### src/rtl/seq_divider.sv
// Sequential signed restoring divider: one quotient bit per clock, constant latency.
// Start/busy/done handshake; saturates on MIN/-1 and flags divide-by-zero.
module seq_divider #(
  parameter int DW = 16,
  parameter int VW = 8
) (
  input  logic          clk,
  input  logic          rst_n,
  input  logic          start,
  input  logic [DW-1:0] dividend,
  input  logic [VW-1:0] divisor,
  output logic [DW-1:0] quotient,
  output logic [VW-1:0] remainder,
  output logic          busy,
  output logic          done,
  output logic          ovf,
  output logic          dz
);

  localparam int CW = $clog2(DW);
  localparam logic [DW-1:0] QMAX = {1'b0, {(DW-1){1'b1}}};
  localparam logic [DW-1:0] QMIN = {1'b1, {(DW-1){1'b0}}};

  typedef enum logic [1:0] {S_IDLE, S_CALC, S_FIX} state_t;

  state_t        r_state;
  logic [DW-1:0] r_dvd;
  logic [VW-1:0] r_dvs;
  logic [VW:0]   r_prem;
  logic [CW-1:0] r_cnt;
  logic          r_sgn_dvd;
  logic          r_sgn_dvs;
  logic          r_dz;

  logic [DW:0]   w_dvd_sx;
  logic [DW:0]   w_dvd_abs;
  logic [VW:0]   w_dvs_sx;
  logic [VW:0]   w_dvs_abs;
  logic [VW:0]   w_shift;
  logic [VW+1:0] w_diff;
  logic          w_qneg;
  logic [DW:0]   w_qmag;
  logic [DW:0]   w_qsgn;

  // Magnitudes are one bit wider so the most negative operand is representable.
  assign w_dvd_sx  = {dividend[DW-1], dividend};
  assign w_dvd_abs = dividend[DW-1] ? (~w_dvd_sx + 1'b1) : w_dvd_sx;
  assign w_dvs_sx  = {divisor[VW-1], divisor};
  assign w_dvs_abs = divisor[VW-1] ? (~w_dvs_sx + 1'b1) : w_dvs_sx;

  // The dividend register doubles as the quotient register: its MSB feeds the
  // partial remainder while the new quotient bit enters at the LSB.
  assign w_shift = {r_prem[VW-1:0], r_dvd[DW-1]};
  assign w_diff  = {1'b0, w_shift} - {2'b00, r_dvs};

  assign w_qneg = r_sgn_dvd ^ r_sgn_dvs;
  assign w_qmag = {1'b0, r_dvd};
  assign w_qsgn = w_qneg ? (~w_qmag + 1'b1) : w_qmag;

  always_ff @(posedge clk or negedge rst_n) begin
    if (!rst_n) begin
      r_state   <= S_IDLE;
      r_dvd     <= '0;
      r_dvs     <= '0;
      r_prem    <= '0;
      r_cnt     <= '0;
      r_sgn_dvd <= 1'b0;
      r_sgn_dvs <= 1'b0;
      r_dz      <= 1'b0;
      quotient  <= '0;
      remainder <= '0;
      busy      <= 1'b0;
      done      <= 1'b0;
      ovf       <= 1'b0;
      dz        <= 1'b0;
    end else begin
      done <= 1'b0;
      case (r_state)
        S_IDLE: begin
          if (start) begin
            r_dvd     <= DW'(w_dvd_abs);
            r_dvs     <= VW'(w_dvs_abs);
            r_sgn_dvd <= dividend[DW-1];
            r_sgn_dvs <= divisor[VW-1];
            r_dz      <= (divisor == '0);
            r_prem    <= '0;
            r_cnt     <= '0;
            busy      <= 1'b1;
            r_state   <= S_CALC;
          end
        end
        S_CALC: begin
          r_dvd  <= {r_dvd[DW-2:0], ~w_diff[VW+1]};
          r_prem <= w_diff[VW+1] ? w_shift : w_diff[VW:0];
          if (r_cnt == CW'(DW-1)) begin
            r_state <= S_FIX;
          end else begin
            r_cnt <= r_cnt + 1'b1;
          end
        end
        S_FIX: begin
          if (r_dz) begin
            quotient  <= r_sgn_dvd ? QMIN : QMAX;
            remainder <= '0;
            ovf       <= 1'b0;
            dz        <= 1'b1;
          end else if (!w_qneg && r_dvd[DW-1]) begin
            // Only MIN / -1 yields a positive magnitude of 2^(DW-1).
            quotient  <= QMAX;
            remainder <= '0;
            ovf       <= 1'b1;
            dz        <= 1'b0;
          end else begin
            quotient  <= DW'(w_qsgn);
            remainder <= r_sgn_dvd ? VW'(~r_prem + 1'b1) : VW'(r_prem);
            ovf       <= 1'b0;
            dz        <= 1'b0;
          end
          busy    <= 1'b0;
          done    <= 1'b1;
          r_state <= S_IDLE;
        end
        default: r_state <= S_IDLE;
      endcase
    end
  end

endmodule

### config.mk
export PLATFORM = sky130hd
export DESIGN_NAME = seq_divider
export DESIGN_NICKNAME = d
export VERILOG_FILES = /design/src/rtl/seq_divider.sv
export SDC_FILE = /design/constraint.sdc
export NUM_CORES = 1
export LEC_CHECK = 0
export ABC_AREA = 1
export BUFFER_PORTS_ARGS = -buffer_cell sky130_fd_sc_hd__buf_4
export CORE_ASPECT_RATIO = 1.25
export CORE_MARGIN = 2
export CORE_UTILIZATION = 63
export DETAILED_ROUTE_END_ITERATION = 8
export PLACE_DENSITY = 0.93
export SYNTH_ARGS = -nofsm -noshare
export SYNTH_HDL_FRONTEND = slang
export SYNTH_SLANG_ARGS = --single-unit
### constraint.sdc
create_clock -name clk -period 4.35 [get_ports clk]
set_input_delay 1.305 -clock clk [delete_from_list [all_inputs] [get_ports clk]]
set_output_delay 1.305 -clock clk [all_outputs]
set_load 0.02 [all_outputs]
==> results.tsv, run 1 <==
metric	value	unit
outcome	complete, no violations	
fraction of synthesis flops using an asynchronous set or reset pin	100.0	%
die width	78.92	um
Total Power Consumption	3.925	mW
worst slack at placement	1.454	ns
peak supply drop	0.6520	mV
area inside the core boundary	6892	um2
type of element launching the critical path	input pin	
cell leakage power	2.650	nW
starting density of the core	64.14	%
Syn Std Cell Area	4420	um2
number of clock sinks	69	
area post-placement	4848	um2
WHS	0.4903	ns
Clock Root Buffer	clkbuf_8	
max cap viols	0	
TritonCTS clock tree	done	
number of non-filler instances in the completed layout	760	
worst hold path class	flop to flop	
top-count cell post-synth	nand2_1	
largest net degree at the start of global routing	70	
number of setup buffers added after CTS	0	
Post-Route WL	11030	um
die height	97.66	um
required arrival time at the worst endpoint	4.59	ns
RSZ-0062 raised after global routing	no	
Post-Route Setup TNS	0	ns
Final Wtd Congestion	0.9430	
count of hold-fix buffers inserted at cts	0	
vias per cell	5.862	
transition at the pin with the smallest max-transition slack	0.8434	ns
layout cells sized above 1	13.28	%
post-detail-place hpwl	7984	um
endpoint type of the worst setup path	flop	
area delta synth->final	14.49	%
final routed DRC violation total	0	
standard-cell row count	34	
# H-tree levels	3	
post-layout worst setup margin	1.758	ns
Via Count	4455	
number of flip-flops and latches in the synthesized netlist	69	
first-pass GRT wire length	18500	um
share of the synthesized area in the top cell type	39.06	%
most instantiated flip-flop cell in the synthesis netlist	dfrtp_1	
Area contributors post-synth	dfrtp_1 (39%), nand2_1 (15%), nand3_1 (6.1%)	
antenna viol nets, final	0	
average wire length per cell after detail routing	14.51	um
count of buffers inserted at the top-level ports	54	
Max transition margin	43.77	%
diodes inserted	0	
highest clock frequency the design can meet	385.7	MHz
final cell area excluding filler cells	5061	um2
Skew-Pair Late Insertion Delay	0.35	ns
library cells used by synthesis	45	
FILL cells	556	
final net count	707	
global route overflow	0	
number of gates given a new drive strength after cts	0	
number of enable-type register cells in the synthesized netlist	0	
via count of the first global-routing pass	4206	
fin crit share	59.60	%
io pins	55	
number of slew-limit violations in the final report	0	
Hold Path Stages	2	
cells on worst reg2reg path	7	
Power Dens Cells	775.6	nW/um2
largest driver fanout on the critical path	31	
iteration-0 DRC count of the detailed router	411	
dominant cell type by area after synthesis	dfrtp_1	
Arrival @ worst endpoint	2.83	ns
clk_skew	0.009721	ns
number of placed instances with taps included	745	
Synth Area per Inst	7.164	um2
final number of setup-violating endpoints	0	
sequential share of the synthesized area	39.06	%
TritonRoute pass-1 iters	5	
final core area utilization	73.44	%
maximum buffer depth of the clock tree	2	
clock transition at the register clock pins on the worst setup and hold paths after CTS	0.08	ns
number of nets in the synthesized netlist	658	
Post-Synthesis Cells	617	
top cells by count, synth	nand2_1 (178), inv_1 (70), dfrtp_1 (69)	
total number of yosys warnings	0	
Worst Path Class, Setup	input pin to flop	
DIE AREA	7707	um2
Num CTS Buffers	9	
number of antenna violations at the first check in global routing	0	
gr usage total	30.04	%
time the final worst path needs with I/O delays and setup	2.592	ns
endpoints failing hold	0	
path summary, 6_finish.rpt:
kind	start	to	slack (ns)
max	start	r_dvd[4]	1.76
min	remainder[6]	remainder[6]	0.49
max reg2reg	r_state[1]	r_dvd[4]	2.23
min reg2reg	remainder[6]	remainder[6]	0.49
max in group asynchronous	rst_n	r_dvs[0]	2.74
min in group asynchronous	rst_n	quotient[3]	1.07
logic make-up (layout without fill, tap and decap cells):
logic type               after synthesis  after routing  share of synthesized area (%)
AO/OA/AOI/OAI                        115            115                          14.35
flip-flops                            69             69                          39.06
AND/OR/NAND/NOR                      312            312                          30.65
buffers and inverters                 92            145                          8.491
adder cells (fa/ha/maj)               14             14                          4.133
XOR/XNOR                              15             15                          3.312
layout by cell type (no fill, tap or decap), drive strengths merged, types with 11 or more instances in the layout:
master,instances
xor2,11
nand2,179
ha,13
o21ai,68
nand3,56
dfrtp,69
buf,54
a21oi,28
inv,75
nor2,55
area by class of cell:
cell class	instances	area [um2]	share of cell area, %
Multi-Input combinational cell	456	2318	45.81
Sequential cell	69	1727	34.12
Timing Repair Buffer	54	405.4	8.010
Inverter	76	285.3	5.637
Clock buffer	9	123.9	2.447
Tap cell	90	112.6	2.225
Clock inverter	6	88.84	1.755
critical path: stages:
cell	delay, ns
buf_4	0.11
nand3_2	0.36
inv_2	0.22
nor2_4	0.38
inv_1	0.22
o211ai_1	0.14
o21ai_1	0.08
metal layers:
layer	up-vias	part of all wire [%]	GRT usage (%)
met5	-	0	0
met4	0	3.1	12.07
met3	43	6.8	4.740
met2	225	51	52.27
met1	2069	39	36.94
li1	2118	-	-
sequential cells by signal, summed over array words and instances, names as in the netlist, 2 cells and up:
| name | count |
|---|---|
| r_dvd | 16 |
| r_state | 2 |
| r_dvs | 8 |
| remainder | 8 |
| r_prem | 8 |
| r_cnt | 4 |
| quotient | 16 |
power breakdown:
group          switching [mW]  total, mW  internal, mW
clock network           0.248      0.567         0.319
logic                    1.39       2.19         0.798
registers               0.256       1.17         0.917
(Power assumes the default switching activity.)
==> run 2: changes to the inputs <==
- CORE_UTILIZATION: 63 -> 59
- PLACE_DENSITY: 0.93 -> 0.88
- clock period: 4.35 -> 2.4 ns (I/O delays scaled with it)
==> run 2 against run 1 <==
Clock skew decreased by 0.0021 ns. Clock power is 63% higher. Non-clock buffer count increased by 4. Critical path type is now flop to flop. Largest cell class unchanged. Highest routed layer unchanged.
==> results.tsv, run 2 (synthesized netlist as in run 1, its figures left out) <==
metric	value	unit	change
Final Wtd Congestion	0.9460		was 0.9430
TritonRoute pass-1 iters	5		unchanged
diodes inserted	0		unchanged
vias per cell	5.628		was 5.862
Skew-Pair Late Insertion Delay	0.35	ns	about the same
Total Power Consumption	7.003	mW	was 3.925 mW
transition at the pin with the smallest max-transition slack	0.6814	ns	was 0.8434 ns
worst hold path class	input pin to asynchronous set/reset pin		was flop to flop
DIE AREA	8205	um2	was 7707 um2
number of non-filler instances in the completed layout	767		was 760
via count of the first global-routing pass	4034		was 4,206
final core area utilization	69.60	%	was 73.44%
final net count	711		was 707
antenna viol nets, final	0		unchanged
layout cells sized above 1	13.93	%	was 13.28%
global route overflow	0		unchanged
die height	100.8	um	was 97.66 um
Worst Path Class, Setup	flop to flop		was input pin to flop
number of clock sinks	69		unchanged
post-layout worst setup margin	0.3942	ns	was 1.758 ns
Post-Route WL	10610	um	was 11,030 um
worst slack at placement	0.3571	ns	was 1.454 ns
cell-internal power	3.612	mW	was 2.034 mW
area inside the core boundary	7313	um2	was 6892 um2
number of gates given a new drive strength after cts	0		unchanged
area post-placement	4893	um2	was 4848 um2
Power Dens Cells	1376	nW/um2	was 775.6 nW/um2
FILL cells	618		was 556
number of placed instances with taps included	751		was 745
outcome	complete, no violations		unchanged
final number of setup-violating endpoints	0		unchanged
final routed DRC violation total	0		unchanged
type of element launching the critical path	flop		was input pin
library cell contributing the largest single delay on the critical path	dfrtp_1		was nor2_4
die width	81.42	um	was 78.92 um
required arrival time at the worst endpoint	2.65	ns	was 4.59 ns
cells on worst reg2reg path	9		was 7
proportion of total power due to net switching	48.42	%	was 48.18%
Clock Root Buffer	clkbuf_8		unchanged
first-pass GRT wire length	17900	um	was 18,500 um
final cell area excluding filler cells	5090	um2	was 5061 um2
time the final worst path needs with I/O delays and setup	2.006	ns	
max cap viols	0		unchanged
number of antenna violations at the first check in global routing	0		unchanged
leading cell types in the layout, fill and taps excluded	nand2_1 (178), inv_1 (70), dfrtp_1 (69)		unchanged
io pins	55		unchanged
Clock Power Share	13.2	%	was 14.5%
worst setup path startpoint	r_prem[5]		was start
largest driver fanout on the critical path	13		was 31
R2R setup slack	0.39	ns	was 2.23 ns
biggest cell delay along the critical path	0.45	ns	was 0.38 ns
Post-Route Setup TNS	0	ns	unchanged
register share of total power	30.0	%	was 29.9%
peak supply drop	0.7704	mV	was 0.6520 mV
average wire length per cell after detail routing	13.83	um	was 14.51 um
highest clock frequency the design can meet	498.6	MHz	
clk_skew	0.007622	ns	was 0.009721 ns
cell leakage power	2.674	nW	was 2.650 nW
worst reg2reg endpoint	r_prem[7]		was r_dvd[4]
TritonCTS clock tree	done		unchanged
iteration-0 DRC count of the detailed router	268		was 411
post-detail-place hpwl	8059	um	was 7984 um
power spent charging and discharging nets	3.391	mW	was 1.891 mW
endpoint type of the worst setup path	flop		unchanged
maximum buffer depth of the clock tree	2		unchanged
cell repeated most along the worst path	nand2_1		
clock transition at the register clock pins on the worst setup and hold paths after CTS	0.07	ns	was 0.08 ns
registers with the most flip-flops	quotient x16, r_dvd x16		unchanged
Comb pwr share	56.8	%	was 55.7%
number of setup buffers added after CTS	0		unchanged
count of buffers inserted at the top-level ports	54		unchanged
most common library cell in the layout ignoring fill and taps	nand2_1		unchanged
count of hold-fix buffers inserted at cts	0		unchanged
fin crit share	83.58	%	
Num CTS Buffers	9		unchanged
# H-tree levels	3		unchanged
launch point of the worst reg-to-reg path	r_prem[5]		was r_state[1]
standard-cell row count	35		was 34
number of slew-limit violations in the final report	0		unchanged
endpoints failing hold	0		unchanged
RSZ-0062 raised after global routing	no		unchanged
starting density of the core	60.44	%	was 64.14%
WHS	0.3370	ns	was 0.4903 ns
Arrival @ worst endpoint	2.25	ns	was 2.83 ns
ordered list of cells on the worst path	ha_1 -> nand2_1 -> nand2_1 -> a21oi_2 -> nand3_2 -> nand2_1 -> o21ai_0 -> nand2_1 -> nand2_1		was buf_4 -> nand3_2 -> inv_2 -> nor2_4 -> inv_1 -> o211ai_1 -> o21ai_1
Max transition margin	54.32	%	was 43.77%
gr usage total	28.14	%	was 30.04%
Via Count	4317		was 4,455
area delta synth->final	15.14	%	was 14.49%
largest net degree at the start of global routing	41		was 70
==> run 2: how the worst max path moves through the flow <==
stage / endpoint / slack [ns] / cells past startpoint
2_1_floorplan: r_dvd[8] / 0.50 / 7
3_3_place_gp: r_dvd[10] / 0.42 / 11
3_5_place_dp: r_dvd[8] / 0.36 / 9
4_1_cts: r_prem[7] / 0.43 / 11
5_1_grt: r_prem[7] / 0.22 / 11
6_report: r_prem[7] / 0.39 / 9
==> run 2: critical path: cells and delay by family, from the launching register on <==
kind	cells	cell delay, ns
AO/OA/AOI/OAI	2	0.32
AND/OR/NAND/NOR	6	0.77
flip-flops	1	0.45
adder cells (fa/ha/maj)	1	0.36
==> run 2: final cells by class <==
| class | instances | area [um2] | area share, % |
|---|---|---|---|
| Multi-Input combinational cell | 456 | 2318 | 45.55 |
| Sequential cell | 69 | 1727 | 33.92 |
| Timing Repair Buffer | 58 | 447.9 | 8.800 |
| Inverter | 76 | 285.3 | 5.605 |
| Clock buffer | 13 | 178.9 | 3.515 |
| Tap cell | 92 | 115.1 | 2.262 |
| Clock inverter | 3 | 17.52 | 0.3441 |
==> run 2: power groups by stage <==
stage | logic [mW] | registers (mW) | clock network [mW]
6_report | 3.98 | 2.10 | 0.924
4_1_cts | 3.93 | 2.09 | 0.926
5_1_grt | 4.47 | 2.15 | 0.985
3_3_place_gp | 3.75 | 2.08 | 0
3_5_place_dp | 3.90 | 2.11 | 0
2_1_floorplan | 2.84 | 2.18 | 0
==> run 2: routing by layer <==
layer	global-route usage [%]	vias to the layer above	part of all wire, %
li1	-	2112	-
met1	35.47	2028	42
met2	46.60	147	49
met3	4.301	30	5.7
met4	13.95	0	3.0
met5	0	-	0
==> run 3: changes to the inputs <==
- ABC_AREA: 1 -> 0
- CORE_UTILIZATION: 59 -> 58
- PLACE_DENSITY: 0.88 -> 0.87
- clock period: 2.4 -> 2 ns (I/O delays scaled with it)
==> run 3 against run 2 <==
The flow now finishes with violations (negative setup slack). Non-clock buffer count up 44. Utilization up 7.5 points. Sequential cell count unchanged. Setup slack worse by 0.56 ns. Combinational power up 42%. Highest routed layer unchanged. Critical path depth down 2. Area after synthesis down 6.0%. Count of clock-buffer cells in the layout down 1. Cell count down 16%. Fmax down 7.4%.
==> results.tsv, run 3 <==
metric	value	unit	change
TritonRoute pass-1 iters	6		was 5
largest net degree at the start of global routing	38		was 41
Syn Std Cell Area	4154	um2	was 4420 um2
outcome	finished with violations		was complete, no violations
count of buffers inserted at the top-level ports	54		unchanged
leading cell types in the layout, fill and taps excluded	buf_4 (100), dfrtp_1 (67), nand2_1 (54)		was nand2_1 (178), inv_1 (70), dfrtp_1 (69)
buffering stage count on the worst path with inverters included	1		was 0
violated checks	negative setup slack		
starting density of the core	59.91	%	was 60.44%
met2 routing resource usage after global routing	49.90	%	was 46.60%
Post-Synthesis Cells	461		was 617
required arrival time at the worst endpoint	2.22	ns	was 2.65 ns
standard-cell row count	34		was 35
GR peak layer	met2		unchanged
clk_skew	0.01136	ns	was 0.007622 ns
Clock Root Buffer	clkbuf_8		unchanged
vias per cell	6.493		was 5.628
routing usage on met1	39.38	%	was 35.47%
most instantiated flip-flop cell in the synthesis netlist	dfrtp_1		unchanged
iteration-0 DRC count of the detailed router	519		was 268
area inside the core boundary	6934	um2	was 7313 um2
die width	79.70	um	was 81.42 um
share of the synthesized area in the top cell type	41.57	%	was 39.06%
library cell contributing the largest single delay on the critical path	dfrtp_1		unchanged
most common library cell in the layout ignoring fill and taps	buf_4		was nand2_1
gr usage total	30.64	%	was 28.14%
number of slew-limit violations in the final report	0		unchanged
io pins	55		unchanged
worst hold path class	input pin to asynchronous set/reset pin		unchanged
highest clock frequency the design can meet	461.7	MHz	was 498.6 MHz
layout cells sized above 1	27.29	%	was 13.93%
ordered list of cells on the worst path	ha_4 -> nor2_1 -> a21oi_2 -> a21oi_2 -> buf_4 -> mux2i_1 -> o21ai_0		was ha_1 -> nand2_1 -> nand2_1 -> a21oi_2 -> nand3_2 -> nand2_1 -> o21ai_0 -> nand2_1 -> nand2_1
time the final worst path needs with I/O delays and setup	2.166	ns	was 2.006 ns
top-count cell post-synth	dfrtp_1		was nand2_1
cell type group with the largest total delay on the critical path	compound AO/OA/AOI/OAI gates		was simple AND/OR/NAND/NOR gates
Power Dens Cells	1805	nW/um2	was 1376 nW/um2
FILL cells	458		was 618
area delta synth->final	28.70	%	was 15.14%
first-pass GRT wire length	19060	um	was 17,900 um
Area contributors post-synth	dfrtp_1 (42%), o21ai_0 (5.9%), nand2_1 (5.1%)		was dfrtp_1 (39%), nand2_1 (15%), nand3_1 (6.1%)
Final Wtd Congestion	0.9096		was 0.9460
launch point of the worst reg-to-reg path	r_prem[1]		was r_prem[5]
Worst Path Class, Setup	flop to flop		unchanged
average wire length per cell after detail routing	19.04	um	was 13.83 um
Max transition margin	67.61	%	was 54.32%
via count of the first global-routing pass	3962		was 4,034
library cells used by synthesis	57		was 45
cells on worst reg2reg path	7		was 9
final cell area excluding filler cells	5346	um2	was 5090 um2
Global Route met3 Usage	6.685	%	was 4.301%
transition at the pin with the smallest max-transition slack	0.4822	ns	was 0.6814 ns
antenna viol nets, final	0		unchanged
sequential share of the synthesized area	41.57	%	was 39.06%
max cap viols	0		unchanged
area post-placement	4887	um2	was 4893 um2
top cells by count, synth	dfrtp_1 (69), nand2_1 (56), o21ai_0 (49)		was nand2_1 (178), inv_1 (70), dfrtp_1 (69)
global route overflow	0		unchanged
DIE AREA	7860	um2	was 8205 um2
maximum buffer depth of the clock tree	2		unchanged
diodes inserted	0		unchanged
number of enable-type register cells in the synthesized netlist	0		unchanged
dominant cell type by area after synthesis	dfrtp_1		unchanged
largest driver fanout on the critical path	7		was 13
cell leakage power	2.424	nW	was 2.674 nW
final routed DRC violation total	0		unchanged
peak supply drop	1.761	mV	was 0.7704 mV
number of antenna violations at the first check in global routing	0		unchanged
TritonCTS clock tree	done		unchanged
number of flip-flops and latches in the synthesized netlist	69		unchanged
Via Count	4201		was 4,317
total number of yosys warnings	0		unchanged
R2R setup slack	-0.17	ns	was 0.39 ns
final number of setup-violating endpoints	9		was 0
fin crit share	108.3	%	was 83.58%
number of nets in the synthesized netlist	502		was 658
RSZ-0062 raised after global routing	yes		was no
Skew-Pair Late Insertion Delay	0.36	ns	was 0.35 ns
Post-Route Setup TNS	-0.5977	ns	was 0 ns
WHS	0.1684	ns	was 0.3370 ns
cell repeated most along the worst path	a21oi_2		was nand2_1
endpoint type of the worst setup path	flop		unchanged
worst reg2reg endpoint	r_prem[4]		was r_prem[7]
endpoints failing hold	0		unchanged
registers with the most flip-flops	quotient x16, r_dvd x16		unchanged
die height	98.62	um	was 100.8 um
Synth Area per Inst	9.011	um2	was 7.164 um2
number of clock sinks	69		unchanged
Num CTS Buffers	9		unchanged
post-detail-place hpwl	7803	um	was 8059 um
number of non-filler instances in the completed layout	647		was 767
Post-Route WL	12320	um	was 10,610 um
fraction of synthesis flops using an asynchronous set or reset pin	100.0	%	unchanged
# H-tree levels	3		unchanged
post-layout worst setup margin	-0.1660	ns	was 0.3942 ns
clock transition at the register clock pins on the worst setup and hold paths after CTS	0.08	ns	was 0.07 ns
number of placed instances with taps included	626		was 751
biggest cell delay along the critical path	0.48	ns	was 0.45 ns
type of element launching the critical path	flop		unchanged
final net count	593		was 711
final core area utilization	77.10	%	was 69.60%
Arrival @ worst endpoint	2.39	ns	was 2.25 ns
run 3: cell types whose count changed in the layout (fill, tap and decap cells not counted), sizes merged, moves of 17 or more:
cell,previous run,this run
nor2,55,26
inv,75,23
nand2,179,56
buf,58,102
nand3,56,7
o21ai,68,51
run 3: timing repair:
action | 4_1_cts | 5_1_grt
gates cloned | 0 | 0
endpoints found under the setup margin | 9 | 12
pin swaps | 8 | 8
resized for setup | 13 | 20
hold buffers | 0 | 0
buffers inserted | 2 | 3
run 3: report_power, final:
part	switching, mW	leakage [nW]	internal [mW]
Combinational	3.14	1.43	2.50
Clock	0.556	0.121	0.862
Sequential	0.624	0.873	1.97
Total	4.32	2.42	5.33
run 3: through the flow:
stage	setup WS (ns)	total power, mW
final	-0.1660	9.651
after global routing	-0.2190	10.20
after CTS	-0.1026	8.681
after detailed placement	-0.1238	7.048
after global placement	-0.09379	6.770
after floorplan	-0.1404	5.553
run 3: area by class of cell:
| type | count | area, um2 | share of cell area (%) |
|---|---|---|---|
| Multi-Input combinational cell | 347 | 2396 | 44.82 |
| Sequential cell | 69 | 1729 | 32.34 |
| Timing Repair Buffer | 102 | 782.0 | 14.63 |
| Clock buffer | 12 | 145.1 | 2.715 |
| Tap cell | 90 | 112.6 | 2.106 |
| Clock inverter | 4 | 95.09 | 1.779 |
| Inverter | 23 | 86.33 | 1.615 |
run 3: cell families (layout without fill, tap and decap cells):
group | after synthesis | in the layout | synth area share (%)
AO/OA/AOI/OAI | 153 | 153 | 23.92
AND/OR/NAND/NOR | 138 | 138 | 15.96
XOR/XNOR | 35 | 35 | 7.379
flip-flops | 69 | 69 | 41.57
adder cells (fa/ha/maj) | 14 | 14 | 4.398
multiplexers | 7 | 7 | 1.687
buffers and inverters | 45 | 141 | 5.090
run 3: how the worst max path moves through the flow:
stage,from,end,depth (start not counted)
floorplan,r_dvd[9],quotient[14],5
global placement,dividend[12],r_dvd[14],6
detailed placement,r_dvd[9],quotient[14],5
CTS,r_dvd[9],quotient[14],5
global route,r_prem[0],r_prem[7],6
finish,r_prem[1],r_prem[4],7
run 3: metal layers:
metal / vias up / wire length (um)
met2: 304 / 6175
met1: 1962 / 4588
met5: - / 0
met4: 0 / 533
li1: 1868 / -
met3: 67 / 1021
